## config.mk

```make
export PLATFORM = sky130hd
export DESIGN_NAME = execute_unit
export DESIGN_NICKNAME = d
export VERILOG_FILES = /design/src/rtl/execute_unit.sv
export SDC_FILE = /design/constraint.sdc
export NUM_CORES = 1
export LEC_CHECK = 0
export CORE_MARGIN = 5
export CORE_UTILIZATION = 35
export DETAILED_ROUTE_END_ITERATION = 6
export GPL_ROUTABILITY_DRIVEN = 0
export PLACE_DENSITY = 0.52
export SLEW_MARGIN = 20
export SYNTH_ARGS = -nofsm -noshare
export SYNTH_HDL_FRONTEND = slang
export SYNTH_SLANG_ARGS = --single-unit
```

## constraint.sdc

```tcl
create_clock -name i_clk -period 1.2 [get_ports i_clk]
set_clock_uncertainty 0.15 [all_clocks]
set_input_delay 0.24 -clock i_clk [delete_from_list [all_inputs] [get_ports i_clk]]
set_output_delay 0.24 -clock i_clk [all_outputs]
set_load 0.02 [all_outputs]
```

## src/rtl/execute_unit.sv

```systemverilog
// execute_unit: execute stage of the 16-bit datapath.
// One ALU op per clock for ADD/SUB/AND/OR/XOR/SHL/SHR. The result goes to the
// register-file write port one cycle after the op is accepted, together with
// {C,N,Z} status flags.
// Optional feature macro: EXEC_MUL_EN builds the iterative shift-add
// multiplier (op 7). While the multiplier runs, i_in_valid/o_in_ready stall
// further issues. Without the macro, op 7 raises a one-cycle o_illegal_op.
module execute_unit #(
    parameter int WIDTH      = 16,
    parameter int MUL_CYCLES = 16
) (
    input  logic             i_clk,
    input  logic             i_rst_n,
    input  logic             i_in_valid,
    output logic             o_in_ready,
    input  logic [2:0]       i_in_op,
    input  logic [WIDTH-1:0] i_in_a,
    input  logic [WIDTH-1:0] i_in_b,
    input  logic [3:0]       i_in_dest,
    output logic             o_reg_write_en,
    output logic [3:0]       o_reg_write_dest,
    output logic [WIDTH-1:0] o_reg_write_data,
    output logic [2:0]       o_flags,
    output logic             o_illegal_op
);

    localparam logic [2:0] OP_ADD = 3'd0;
    localparam logic [2:0] OP_SUB = 3'd1;
    localparam logic [2:0] OP_AND = 3'd2;
    localparam logic [2:0] OP_OR  = 3'd3;
    localparam logic [2:0] OP_XOR = 3'd4;
    localparam logic [2:0] OP_SHL = 3'd5;
    localparam logic [2:0] OP_SHR = 3'd6;
    localparam logic [2:0] OP_MUL = 3'd7;

    // Single-cycle ALU. Returns {carry, result}. Shifts use only b[3:0]. The
    // carry is the last bit pushed out, and it is zero for a zero shift.
    function automatic logic [WIDTH:0] alu_f(
        input logic [2:0]       op,
        input logic [WIDTH-1:0] a,
        input logic [WIDTH-1:0] b
    );
        logic [WIDTH:0]     sum;
        logic [2*WIDTH-1:0] sh;
        logic [3:0]         amt;
        logic               c;
        logic [WIDTH-1:0]   res;
        amt = b[3:0];
        sum = {(WIDTH+1){1'b0}};
        sh  = {(2*WIDTH){1'b0}};
        c   = 1'b0;
        res = {WIDTH{1'b0}};
        case (op)
            OP_ADD: begin
                sum = {1'b0, a} + {1'b0, b};
                res = sum[WIDTH-1:0];
                c   = sum[WIDTH];
            end
            OP_SUB: begin
                res = a - b;
                c   = (a < b);
            end
            OP_AND: res = a & b;
            OP_OR:  res = a | b;
            OP_XOR: res = a ^ b;
            OP_SHL: begin
                sh  = {{WIDTH{1'b0}}, a} << amt;
                res = sh[WIDTH-1:0];
                c   = (amt != 4'd0) ? sh[WIDTH] : 1'b0;
            end
            OP_SHR: begin
                sh  = {a, {WIDTH{1'b0}}} >> amt;
                res = sh[2*WIDTH-1:WIDTH];
                c   = (amt != 4'd0) ? sh[WIDTH-1] : 1'b0;
            end
            default: begin
                res = {WIDTH{1'b0}};
                c   = 1'b0;
            end
        endcase
        return {c, res};
    endfunction

    // Builds the {C,N,Z} flag word from a carry and a result.
    function automatic logic [2:0] flags_f(
        input logic             c,
        input logic [WIDTH-1:0] res
    );
        return {c, res[WIDTH-1], (res == {WIDTH{1'b0}})};
    endfunction

    logic [WIDTH:0]   w_alu;
    logic             w_accept;
    logic             r_we;
    logic [3:0]       r_dest;
    logic [WIDTH-1:0] r_data;
    logic [2:0]       r_flags;

    // Evaluate the ALU on the issued operands.
    always_comb begin
        w_alu = alu_f(i_in_op, i_in_a, i_in_b);
    end

    assign w_accept         = i_in_valid && o_in_ready;
    assign o_reg_write_en   = r_we;
    assign o_reg_write_dest = r_dest;
    assign o_reg_write_data = r_data;
    assign o_flags          = r_flags;

`ifdef EXEC_MUL_EN
    typedef enum logic [0:0] {
        ST_IDLE = 1'b0,
        ST_MUL  = 1'b1
    } state_t;

    state_t             r_state;
    state_t             w_state_nxt;
    logic [2*WIDTH-1:0] r_mcand;
    logic [2*WIDTH-1:0] r_acc;
    logic [WIDTH-1:0]   r_mplier;
    logic [3:0]         r_cnt;
    logic [3:0]         r_mdest;
    logic [2*WIDTH-1:0] w_prod;
    logic               w_mul_last;

    assign o_in_ready   = (r_state == ST_IDLE);
    assign o_illegal_op = 1'b0;
    assign w_mul_last   = (r_cnt == 4'(MUL_CYCLES - 1));
    // Accumulator value after the current iteration.
    assign w_prod       = r_acc + (r_mplier[0] ? r_mcand : {(2*WIDTH){1'b0}});

    // State register.
    always_ff @(posedge i_clk or negedge i_rst_n) begin
        if (!i_rst_n) begin
            r_state <= ST_IDLE;
        end else begin
            r_state <= w_state_nxt;
        end
    end

    // Next-state logic: enter MUL on a multiply issue and leave after the last iteration.
    always_comb begin
        w_state_nxt = r_state;
        case (r_state)
            ST_IDLE: begin
                if (w_accept && (i_in_op == OP_MUL)) begin
                    w_state_nxt = ST_MUL;
                end else begin
                    w_state_nxt = ST_IDLE;
                end
            end
            ST_MUL: begin
                if (w_mul_last) begin
                    w_state_nxt = ST_IDLE;
                end else begin
                    w_state_nxt = ST_MUL;
                end
            end
            default: w_state_nxt = ST_IDLE;
        endcase
    end

    // Multiplier datapath: latch the operands on issue, then do one shift-add step per clock.
    always_ff @(posedge i_clk or negedge i_rst_n) begin
        if (!i_rst_n) begin
            r_mcand  <= {(2*WIDTH){1'b0}};
            r_acc    <= {(2*WIDTH){1'b0}};
            r_mplier <= {WIDTH{1'b0}};
            r_cnt    <= 4'd0;
            r_mdest  <= 4'd0;
        end else if (w_accept && (i_in_op == OP_MUL)) begin
            r_mcand  <= {{WIDTH{1'b0}}, i_in_a};
            r_acc    <= {(2*WIDTH){1'b0}};
            r_mplier <= i_in_b;
            r_cnt    <= 4'd0;
            r_mdest  <= i_in_dest;
        end else if (r_state == ST_MUL) begin
            r_acc    <= w_prod;
            r_mcand  <= r_mcand << 1;
            r_mplier <= r_mplier >> 1;
            r_cnt    <= r_cnt + 4'd1;
        end
    end

    // Write port and flags. Single-cycle results follow the accept. Multiply
    // results follow the last iteration.
    always_ff @(posedge i_clk or negedge i_rst_n) begin
        if (!i_rst_n) begin
            r_we    <= 1'b0;
            r_dest  <= 4'd0;
            r_data  <= {WIDTH{1'b0}};
            r_flags <= 3'd0;
        end else begin
            r_we <= 1'b0;
            if (w_accept && (i_in_op != OP_MUL)) begin
                r_we    <= 1'b1;
                r_dest  <= i_in_dest;
                r_data  <= w_alu[WIDTH-1:0];
                r_flags <= flags_f(w_alu[WIDTH], w_alu[WIDTH-1:0]);
            end else if ((r_state == ST_MUL) && w_mul_last) begin
                r_we    <= 1'b1;
                r_dest  <= r_mdest;
                r_data  <= w_prod[WIDTH-1:0];
                r_flags <= flags_f(|w_prod[2*WIDTH-1:WIDTH], w_prod[WIDTH-1:0]);
            end
        end
    end
`else
    logic r_ill;

    assign o_in_ready   = 1'b1;
    assign o_illegal_op = r_ill;

    // Write port and flags. Op 7 writes nothing and raises a one-cycle illegal pulse.
    always_ff @(posedge i_clk or negedge i_rst_n) begin
        if (!i_rst_n) begin
            r_we    <= 1'b0;
            r_dest  <= 4'd0;
            r_data  <= {WIDTH{1'b0}};
            r_flags <= 3'd0;
            r_ill   <= 1'b0;
        end else begin
            r_we  <= 1'b0;
            r_ill <= w_accept && (i_in_op == OP_MUL);
            if (w_accept && (i_in_op != OP_MUL)) begin
                r_we    <= 1'b1;
                r_dest  <= i_in_dest;
                r_data  <= w_alu[WIDTH-1:0];
                r_flags <= flags_f(w_alu[WIDTH], w_alu[WIDTH-1:0]);
            end
        end
    end
`endif

endmodule

```

==> Yosys cells after proc, flatten, opt, wreduce, memory -nomap -nowiden <==
Cells that the tools add are included.
{ "totals": {"latch_bits": 0, "out_inout_bits": 26, "register_bits": 25, "ramBits": 0, "inputBits": 42, "mem_bits_ro": 0, "mem_count": 0} }
{ "op_classes": {"n_mul": 0, "n_shift": 2, "reduce_logical": 5, "n_div": 0, "n_eq_ne": 8, "n_addsub": 2, "bitwise_logic": 3, "muxes": 5, "order_cmp": 1} }
{ "op_table": {"columns": ["cell", "count"], "rows": [
  ["16-bit one-hot mux with 7 select lines", 1],
  ["32-bit by 4-bit right shift with 32-bit output", 1],
  ["16-bit by 16-bit adder with 17-bit output", 1],
  ["16-bit by 4-bit << shifter with 17-bit output", 1],
  ["16-bit AND", 1],
  ["16-bit logical NOT", 1],
  ["16-bit less-than comparator", 1],
  ["16-bit bitwise OR", 1],
  ["16-bit subtractor", 1],
  ["16-bit XOR", 1],
  ["3-bit equality test, second input constant", 4],
  ["3-bit by 2-bit equality test with 1-bit output, second input constant", 2],
  ["1-bit one-hot mux with 4 select lines", 1],
  ["4-bit nonzero test", 1],
  ["3-bit by 1-bit equality test with 1-bit output, second input constant", 1],
  ["3-bit logical NOT", 1],
  ["1-bit 2-to-1 mux", 3],
  ["3-bit != test, second input constant", 1],
  ["1-bit logical AND", 2]
]} }

==> Longest topological paths before layout <==
Gate-level depths: netlist (run 1).
{ "logic_depth": {"word_depth": 3, "depth_mapped": 15, "mapped_depth_nobuf": 12} }

==> Least setup slack after synthesis (run 1) <==
No wires, ideal clock.
{ "synth_timing": {"path_kind": "input -> register", "startpoint": "in i_in_b[2]", "endpoint": "reg r_flags[0] (netlist: o_flags[0])", "setup_slack_ns": -3.008, "n_path_buf": 4, "arrival_time_ns": 3.954, "required_ns": 0.946, "cell_stages": 15, "setup_time_ns": 0.104, "path_cell_list": "clkbuf_1 -> inv_1 -> clkbuf_1 -> buf_1 -> ha_1 -> clkbuf_1 -> o21bai_1 -> a2111oi_0 -> nor3_1 -> o31ai_1 -> xor2_1 -> a221oi_1 -> o211ai_1 -> or4_1 -> o41ai_2"} }
{ "synth_via": {"elab_chain_cells": 3, "word_cells_on_any_way": 9} }
{ "synth_lines": {"columns": ["element", "line", "text"], "rows": [
  ["from (decl)", "18", "input logic [WIDTH-1:0] i_in_b,"],
  ["16-bit subtractor (tied with other cells)", "60", "res = a - b;"],
  ["16-bit one-hot mux with 7 select lines (*)", "53", "case (op)"],
  ["16-bit logical NOT (*)", "89", "return {c, res[WIDTH-1], (res == {WIDTH{1'b0}})};"],
  ["to (signal assigned)", "229", "r_flags <= flags_f(w_alu[WIDTH], w_alu[WIDTH-1:0]);"],
  ["to (decl)", "97", "logic [2:0] r_flags;"]
]} }
Every way passes the cells marked *; elsewhere a longest branch is shown, timed or not.
A chain may end at the register's enable or synchronous reset.

==> Worst setup path after layout (run 1) <==
{ "layout_timing": {"startpoint": "in i_in_b[0]", "endpoint": "reg r_flags[0] (netlist: o_flags[0])"} }
The elaborated chain is that of the path after synthesis.

==> results.yml, run 1 <==
outcome:
  status: "finished, violations left"
  violations: "setup timing"
logic_synthesis:
  synth-edff-count: 0
  syn_area_sq_um: 4730
  yosysWarnings: 0
  syn_area_per_cell_sq_um: 7.40
  yosysTopAreaCellShare_pct: 13.0
  synth_ff_type: "dfrtp_1"
  seq_area_frac_synth_pct: 12.7
  synth_fp_nets: 732
  synthCells: 639
  synth-seq-cells: 24
  synthTopCellsByCount: "nand2_1 (70), nor2_1 (58), ha_1 (49), inv_1 (45), o21ai_0 (37)"
  synth.top_cells.by_area: "ha_1 (13%), dfrtp_1 (13%), mux2i_1 (6.1%), nand2_1 (5.6%), mux4_2 (4.8%)"
  yosysMostFrequentCell: "nand2_1"
  yosysUniqueCellTypes: 68
  synth_area_leader_cell: "ha_1"
  async_flop_share_pct: 100
route:
  dr.first_iter.drc_count: 495
  firstDrtPassIters: 6
  drcViolationCount: 0
  wl_microns: 22200
  vias: 6527
  wl_per_cell_microns: 19.2
  via_per_inst: 5.65
  antenna_left: 0
placed_design:
  place_area_sq_um: 7440
  io_buffer_count: 66
  post-place-ws_ps: -3140
  dp_hpwl_microns: 16700
timing:
  max_slew_margin_pct: 42.5
  slew_viol_final: 0
  rsz0062_at_grt: "true"
  hold_viol_final: 0
  fin_crit_sh_pct: 299
  finalSetupViolations: 18
  setup_ws_ps: -2390
  fin_crit_ps: 3590
  worst_pin_slew_ps: 852
  clock.fmax_mhz: 279
floorplanning:
  coreArea_sq_um: 13200
  die-area_sq_um: 15900
  rows: 42
  io_pins: 68
  die_height_microns: 126
  start_util_pct: 35.7
  die_width_microns: 126
setup_path:
  crit_arrival_ps: 3590
  r2r_start: "o_reg_write_data[14]$_DFFE_PN0P_"
  cp-end-kind: "flip-flop"
  required_ps: 1200
  cp_max_fo: 5
  r2r_slack_ps: 30
  r2r-end: "o_reg_write_data[14]$_DFFE_PN0P_"
  critical_path_class: "primary input to flip-flop"
  rr_worst_depth: 3
  critPathLaunchType: "primary input"
  startpoint: "i_in_b[0]"
cells_and_area:
  final-seq-area_sq_um: 601
  fin_util_pct: 68.0
  drive_above_1_share_pct: 53.2
  area_growth_pct: 90.4
  multi_input_area_sq_um: 4660
  n_fill_cell: 1121
  num-nets-final: 1074
  final_cell_area_sq_um: 9000
  antenna_cells: 0
global_routing:
  track_usage_pct: 25.7
  grt_max_degree: 25
  grt_pass1_vias: 6505
  antenna_found_initial: 0
  grt_pass1_wl_microns: 33700
  grt-ovfl-total: 0
cts:
  cts_tree: "built"
  cts_hold_buf: 0
  root_buffer: "clkbuf_16"
  path_clk_slew_ps: 60
  clock_path_buffers: 2
  clock_sinks: 24
  clk_latency_ps: 250
  numCtsBuffers: 3
  htree_levels: 1
power:
  p_leak_uw: 0.00422
  power_density_nw_per_um2: 684
  vdd_drop_max_mv: 0.497
worst_hold_path:
  hold_class: "primary input to async pin"
run:
  drv_cap: 0
## timing repair
| action | in CTS | in global routing |
|---|---|---|
| pin swaps | 74 | 69 |
| buffers inserted | 61 | 30 |
| resized for setup | 372 | 82 |
| gates cloned | 1 | 1 |
| endpoints found under the setup margin | 49 | 33 |
## worst max-delay path by stage
stage,depth (start not counted),slack (ps),endpoint
after floorplan,15,-2320,o_flags[0]$_DFFE_PN0P_
after global placement,12,-3060,o_flags[0]$_DFFE_PN0P_
after detailed placement,12,-3140,o_flags[0]$_DFFE_PN0P_
after CTS,11,-2320,o_flags[0]$_DFFE_PN0P_
after global routing,12,-2430,o_flags[0]$_DFFE_PN0P_
final,12,-2390,o_flags[0]$_DFFE_PN0P_
## cells in the final DEF (no fill, tap or decap), drive strengths merged, types with 12 or more instances in the layout
cell and n:
nand2 70, mux2i 29, o21ai 37, buf 356, a21oi 33, nor2 58, nand3 15, dfrtp 24
nor3 19, o22ai 13, inv 45, mux2 15, ha 49, a211oi 12
## worst max-delay path, cell delays in order
cell and delay (ps):
buf_12 110, buf_6 110, ha_4 150, fa_2 520, o22ai_1 90, nand2b_1 100, o311ai_2 120, or4_4 510
or4_4 510, or3b_1 350, or4_4 430, o41ai_4 330
## state kept, by name, summed over array words and instances, names as in the netlist
signal            cells
o_reg_write_data     15
o_flags               3
o_illegal_op          1
o_reg_write_en        1
o_reg_write_dest      4
## area by class of cell
type	count	share of cell area (%)
tap	176	2.45
timing repair buffer	380	35.9
inverter	48	2.42
sequential	24	6.67
clock buffer	3	0.834
multi-input combinational	524	51.7
## per-layer routing
layer  part of all wire (%)  GRT usage (%)
met1                     42           33.0
met2                     49           45.3
met3                    6.1           2.58
met4                    3.4           8.45
met5                      0              0
## cell families (layout without fill, tap and decap cells)
group	after synthesis	in the layout	synth area share (%)
AOI/OAI and AO/OA	185	185	26.8
xor gates and xnor gates	13	13	2.41
adders and majority gates	51	51	13.8
buffers and inverters	91	431	7.78
DFF	24	24	12.7
muxes	54	54	14.5
other	1	1	0.0794
and+or+nand+nor	220	220	21.9
## metrics by stage
step                      instances  total power, uW  setup TNS (ps)  hold WS (ps)
final                          1155             6160          -25270           178
after global routing           1155             6480          -26880           195
after CTS                      1133             5720          -25010           183
after detailed placement       1081             4490          -45620           314
after global placement         1081             4430          -44940           307
after floorplan                 639             2710          -24770          -206
## power by group
part           switching [uW]  internal, uW  total, uW
Combinational            2160          2310       4470
Clock                     250           440        690
Sequential               67.3           928        995
Total                    2480          3680       6160
No activity file was read; power rests on OpenSTA's default activity.
==> run 2: changes to the inputs <==
- GPL_ROUTABILITY_DRIVEN: 0 -> 1
==> run 2 against run 1 <==
- the run still ends with setup timing left
- sequential cell count did not move
- clock power rose by 14%
- worst hold slack improved by 4.3 ps
- count of clock-buffer cells in the layout rose by 1
- critical path depth did not move
- highest routed layer is now met5
- routed wire length rose by 2.4%
==> results.yml, run 2 (synthesized netlist as in run 1, its figures left out) <==
outcome:
  status: "finished, violations left"
  violations: "setup timing"
setup_path:
  crit_chain: "buf_12 -> buf_8 -> ha_4 -> fa_2 -> o22ai_1 -> nand2b_1 -> o311ai_2 -> or4_4 -> or4_4 -> or3b_1 -> or4_4 -> o41ai_4"
  cp-end-kind: "flip-flop"
  required_ps: 1210
  cp_top_family: "simple AND/OR/NAND/NOR gates"
  slowest_stage: "fa_2"
  cp_common_cell: "or4_4"
  crit_arrival_ps: 3490
  critPathLaunchType: "primary input"
  cp_max_fo: 7
  r2r_start: "o_reg_write_data[14]$_DFFE_PN0P_"
  critPathMaxStageDelay_ps: 520
  path_buf_inv: 2
  critical_path_class: "primary input to flip-flop"
  startpoint: "i_in_b[0]"
timing:
  worst_pin_slew_ps: 830
  max_slew_margin_pct: 44.0
  slew_viol_final: 0
  finalSetupViolations: 20
  holdWs_ps: 183
  hold_viol_final: 0
  clock.fmax_mhz: 287
  rsz0062_at_grt: "true"
  fin_crit_sh_pct: 290
  fin_tns_setup_ps: -24470
  setup_ws_ps: -2280
  fin_crit_ps: 3480
power:
  vdd_drop_max_mv: 0.409
  power_density_nw_per_um2: 697
  p_leak_uw: 0.00419
cts:
  numCtsBuffers: 3
  cts_hold_buf: 0
  clk_latency_ps: 260
  htree_levels: 1
  cts_tree: "built"
  path_clk_slew_ps: 60
  root_buffer: "clkbuf_16"
  clock_sinks: 24
  clock_path_buffers: 2
floorplanning:
  die_width_microns: 126
  die_height_microns: 126
  die-area_sq_um: 15900
  rows: 42
  start_util_pct: 35.7
  coreArea_sq_um: 13200
  io_pins: 68
global_routing:
  antenna_found_initial: 1
  grt_pass1_vias: 6293
  grt-ovfl-total: 0
  grt_max_degree: 25
  track_usage_pct: 26.9
  grt_pass1_wl_microns: 34600
placed_design:
  post-place-ws_ps: -3120
  dp_hpwl_microns: 17700
  io_buffer_count: 66
  place_area_sq_um: 7530
  gp_congestion: 0.955
cells_and_area:
  drive_above_1_share_pct: 52.9
  num-nets-final: 1068
  final_cell_mix: "buf_4 (271), nand2_1 (64), nor2_1 (53)"
  final_cell_area_sq_um: 9010
  antenna_cells: 0
  fin_util_pct: 68.0
  area_growth_pct: 90.6
  layout_commonest_cell: "buf_4"
  largest_reg_flops: 15
route:
  dr.first_iter.drc_count: 658
  wl_per_cell_microns: 19.7
  wl_microns: 22700
  drcViolationCount: 0
  vias: 6471
  antenna_left: 0
  firstDrtPassIters: 5
  via_per_inst: 5.63
run:
  drv_cap: 0
worst_hold_path:
  hold_class: "primary input to async pin"
==> run 2: final timing paths <==
| check | end | slack (ps) | depth (start not counted) |
|---|---|---|---|
| hold reg to reg | o_reg_write_data[12]$_DFFE_PN0P_ | 330 | 2 |
| setup reg to reg | o_reg_write_data[14]$_DFFE_PN0P_ | 70 | 3 |
| min in group i_clk | o_reg_write_data[12]$_DFFE_PN0P_ | 330 | 2 |
| hold / removal | o_reg_write_data[7]$_DFFE_PN0P_ | 180 | 2 |
| setup / recovery | o_flags[0]$_DFFE_PN0P_ | -2280 | 12 |
| max in group asynchronous | o_reg_write_data[14]$_DFFE_PN0P_ | 580 | 2 |
==> run 2: per-layer routing <==
| layer | share of wire, % | up-vias | global-route usage (%) |
|---|---|---|---|
| met1 | 43 | 3121 | 35.6 |
| li1 | - | 3020 | - |
| met5 | 0.057 | - | 0 |
| met2 | 48 | 279 | 45.4 |
| met4 | 3.5 | 2 | 10.0 |
| met3 | 5.9 | 49 | 2.75 |
==> run 2: layout make-up <==
class                           count  area, sq um
Multi-Input combinational cell    524         4700
Sequential cell                    24          601
Inverter                           48          213
Clock buffer                        4         88.8
Timing Repair Buffer              374         3180
Fill cell                        1131         4240
Tap cell                          176          220
==> run 2: power by group <==
part / switching (uW) / internal (uW) / total [uW]
Combinational: 2170 / 2320 / 4490
Clock: 277 / 510 / 787
Sequential: 74.5 / 928 / 1000
==> run 2: per-stage QoR <==
stage	power, uW	std cells
after CTS	5830	1128
after detailed placement	4550	1090
after floorplan	2710	639
after global routing	6610	1150
after global placement	4520	1090
final	6280	1150
==> run 2: timing repair <==
action / in CTS / in global routing
gates cloned: 2 / 0
setup buffers: 43 / 30
gates resized for setup: 354 / 86
pin swaps: 63 / 58
setup endpoints to repair: 49 / 41
==> run 3: changes to the inputs <==
- CORE_UTILIZATION: 35 -> 40
- PLACE_DENSITY: 0.52 -> 0.59
==> run 3 against run 2 <==
- the run still ends with setup timing left
- count of clock-buffer cells in the layout stayed put
- sequential share of layout area is 0.25 points lower
- non-clock buffer count up 3
- die area down 12%
- clock power barely moved
- sequential cell count is the same
- final cell count is 2.6% lower
- global-route usage grew 7.0 points
- largest cell class unchanged
- critical path depth decreased by 1
==> results.yml, run 3 (synthesized netlist as in run 1, its figures left out) <==
route:
  wl_per_cell_microns: 23.3
  drcViolationCount: 0
  antenna_left: 0
  wl_microns: 26100
  via_per_inst: 6.27
  vias: 7023
  dr.first_iter.drc_count: 862
  firstDrtPassIters: 6
cts:
  numCtsBuffers: 3
  clock_sinks: 24
  clock_path_buffers: 2
  cts_tree: "built"
  root_buffer: "clkbuf_16"
  cts_hold_buf: 0
  clk_latency_ps: 250
  htree_levels: 1
  path_clk_slew_ps: 60
outcome:
  status: "finished, violations left"
  violations: "setup timing"
timing:
  fin_crit_ps: 3480
  slew_viol_final: 0
  hold_viol_final: 0
  finalSetupViolations: 23
  clock.fmax_mhz: 288
  worst_pin_slew_ps: 772
  fin_tns_setup_ps: -26450
  setup_ws_ps: -2280
  fin_crit_sh_pct: 290
  rsz0062_at_grt: "true"
  holdWs_ps: 188
  max_slew_margin_pct: 47.9
global_routing:
  grt_pass1_vias: 6822
  grt-ovfl-total: 0
  grt_pass1_wl_microns: 38600
  antenna_found_initial: 0
  grt_max_degree: 28
  track_usage_pct: 34.0
placed_design:
  place_area_sq_um: 7330
  io_buffer_count: 66
  dp_hpwl_microns: 17400
  gp_congestion: 0.958
floorplanning:
  coreArea_sq_um: 11500
  rows: 39
  start_util_pct: 41.0
  io_pins: 68
  die_height_microns: 119
  die_width_microns: 119
  die-area_sq_um: 14100
setup_path:
  cp_max_fo: 3
  critical_path_class: "primary input to flip-flop"
  slowest_stage: "or4_1"
  crit_arrival_ps: 3480
  critPathMaxStageDelay_ps: 610
  required_ps: 1210
  cp-end-kind: "flip-flop"
  critPathLaunchType: "primary input"
  crit_chain: "buf_8 -> buf_6 -> mux2_4 -> mux4_2 -> nand2_1 -> o211ai_1 -> or4_1 -> or4_1 -> or3b_1 -> or4_4 -> o41ai_2"
  cp_common_cell: "or4_1"
cells_and_area:
  final_cell_mix: "buf_4 (241), buf_6 (81), nand2_1 (62)"
  layout_commonest_cell: "buf_4"
  num-nets-final: 1071
  area_growth_pct: 98.0
  drive_above_1_share_pct: 56.1
  largest_reg_flops: 15
  antenna_cells: 0
  final_cell_area_sq_um: 9360
  n_fill_cell: 747
power:
  p_leak_uw: 0.00429
  power_density_nw_per_um2: 713
  vdd_drop_max_mv: 0.500
  p_total_uw: 6670
run:
  drv_cap: 0
worst_hold_path:
  hold_class: "primary input to async pin"
[run 3: per-stage QoR]
step / util [%] / std cells / setup WS [ps]
global route: 81.2 / 1120 / -2330
detailed placement: 63.7 / 1034 / -3020
finish: 81.2 / 1120 / -2280
CTS: 76.7 / 1102 / -2210
global placement: 63.7 / 1034 / -2950
floorplan: - / 639 / -2320
[run 3: where the power goes]
| part | internal [uW] | switching [uW] |
|---|---|---|
| clock network | 509 | 276 |
| registers | 928 | 89.2 |
| logic | 2470 | 2400 |
| total | 3900 | 2770 |
[run 3: worst paths after layout]
path	start	to	slack, ps	cells after the start
setup reg to reg	o_reg_write_data[11]$_DFFE_PN0P_	o_reg_write_data[11]$_DFFE_PN0P_	30	4
max in group asynchronous	i_rst_n	o_reg_write_data[7]$_DFFE_PN0P_	570	2
hold / removal	i_rst_n	o_illegal_op$_DFF_PN0_	190	2
setup / recovery	i_in_a[0]	o_flags[0]$_DFFE_PN0P_	-2280	11
hold reg to reg	o_reg_write_dest[3]$_DFFE_PN0P_	o_reg_write_dest[3]$_DFFE_PN0P_	350	2
min in group i_clk	i_in_op[1]	o_illegal_op$_DFF_PN0_	260	4
[run 3: cell type report]
class | instances | area (sq um) | share of cell area (%)
inverters | 48 | 220 | 2.35
multi-input cells | 524 | 4870 | 52.1
flip-flops and latches | 24 | 601 | 6.42
well taps | 143 | 179 | 1.91
clock buffers | 4 | 88.8 | 0.950
repair buffers | 377 | 3390 | 36.3
[run 3: routing by layer]
metal  vias up  GRT usage [%]  share of wire, %
met5         -              0                 0
met4         0           14.7               5.8
met3       116           4.11               8.2
met2       477           58.1                48
met1      3398           43.1                38
li1       3032              -                 -
[run 3: repair_timing]
action	4_1_cts	5_1_grt
cloned	4	0
setup buffers	80	36
endpoints found under the setup margin	48	43
pin swaps	82	56
resized for setup	422	120
[run 3: worst max-delay path: cells and delay by family]
family          cells  cell delay, ps
simple gates        5            1960
compound gates      2             350
mux                 2             730
buf+inv             2             220
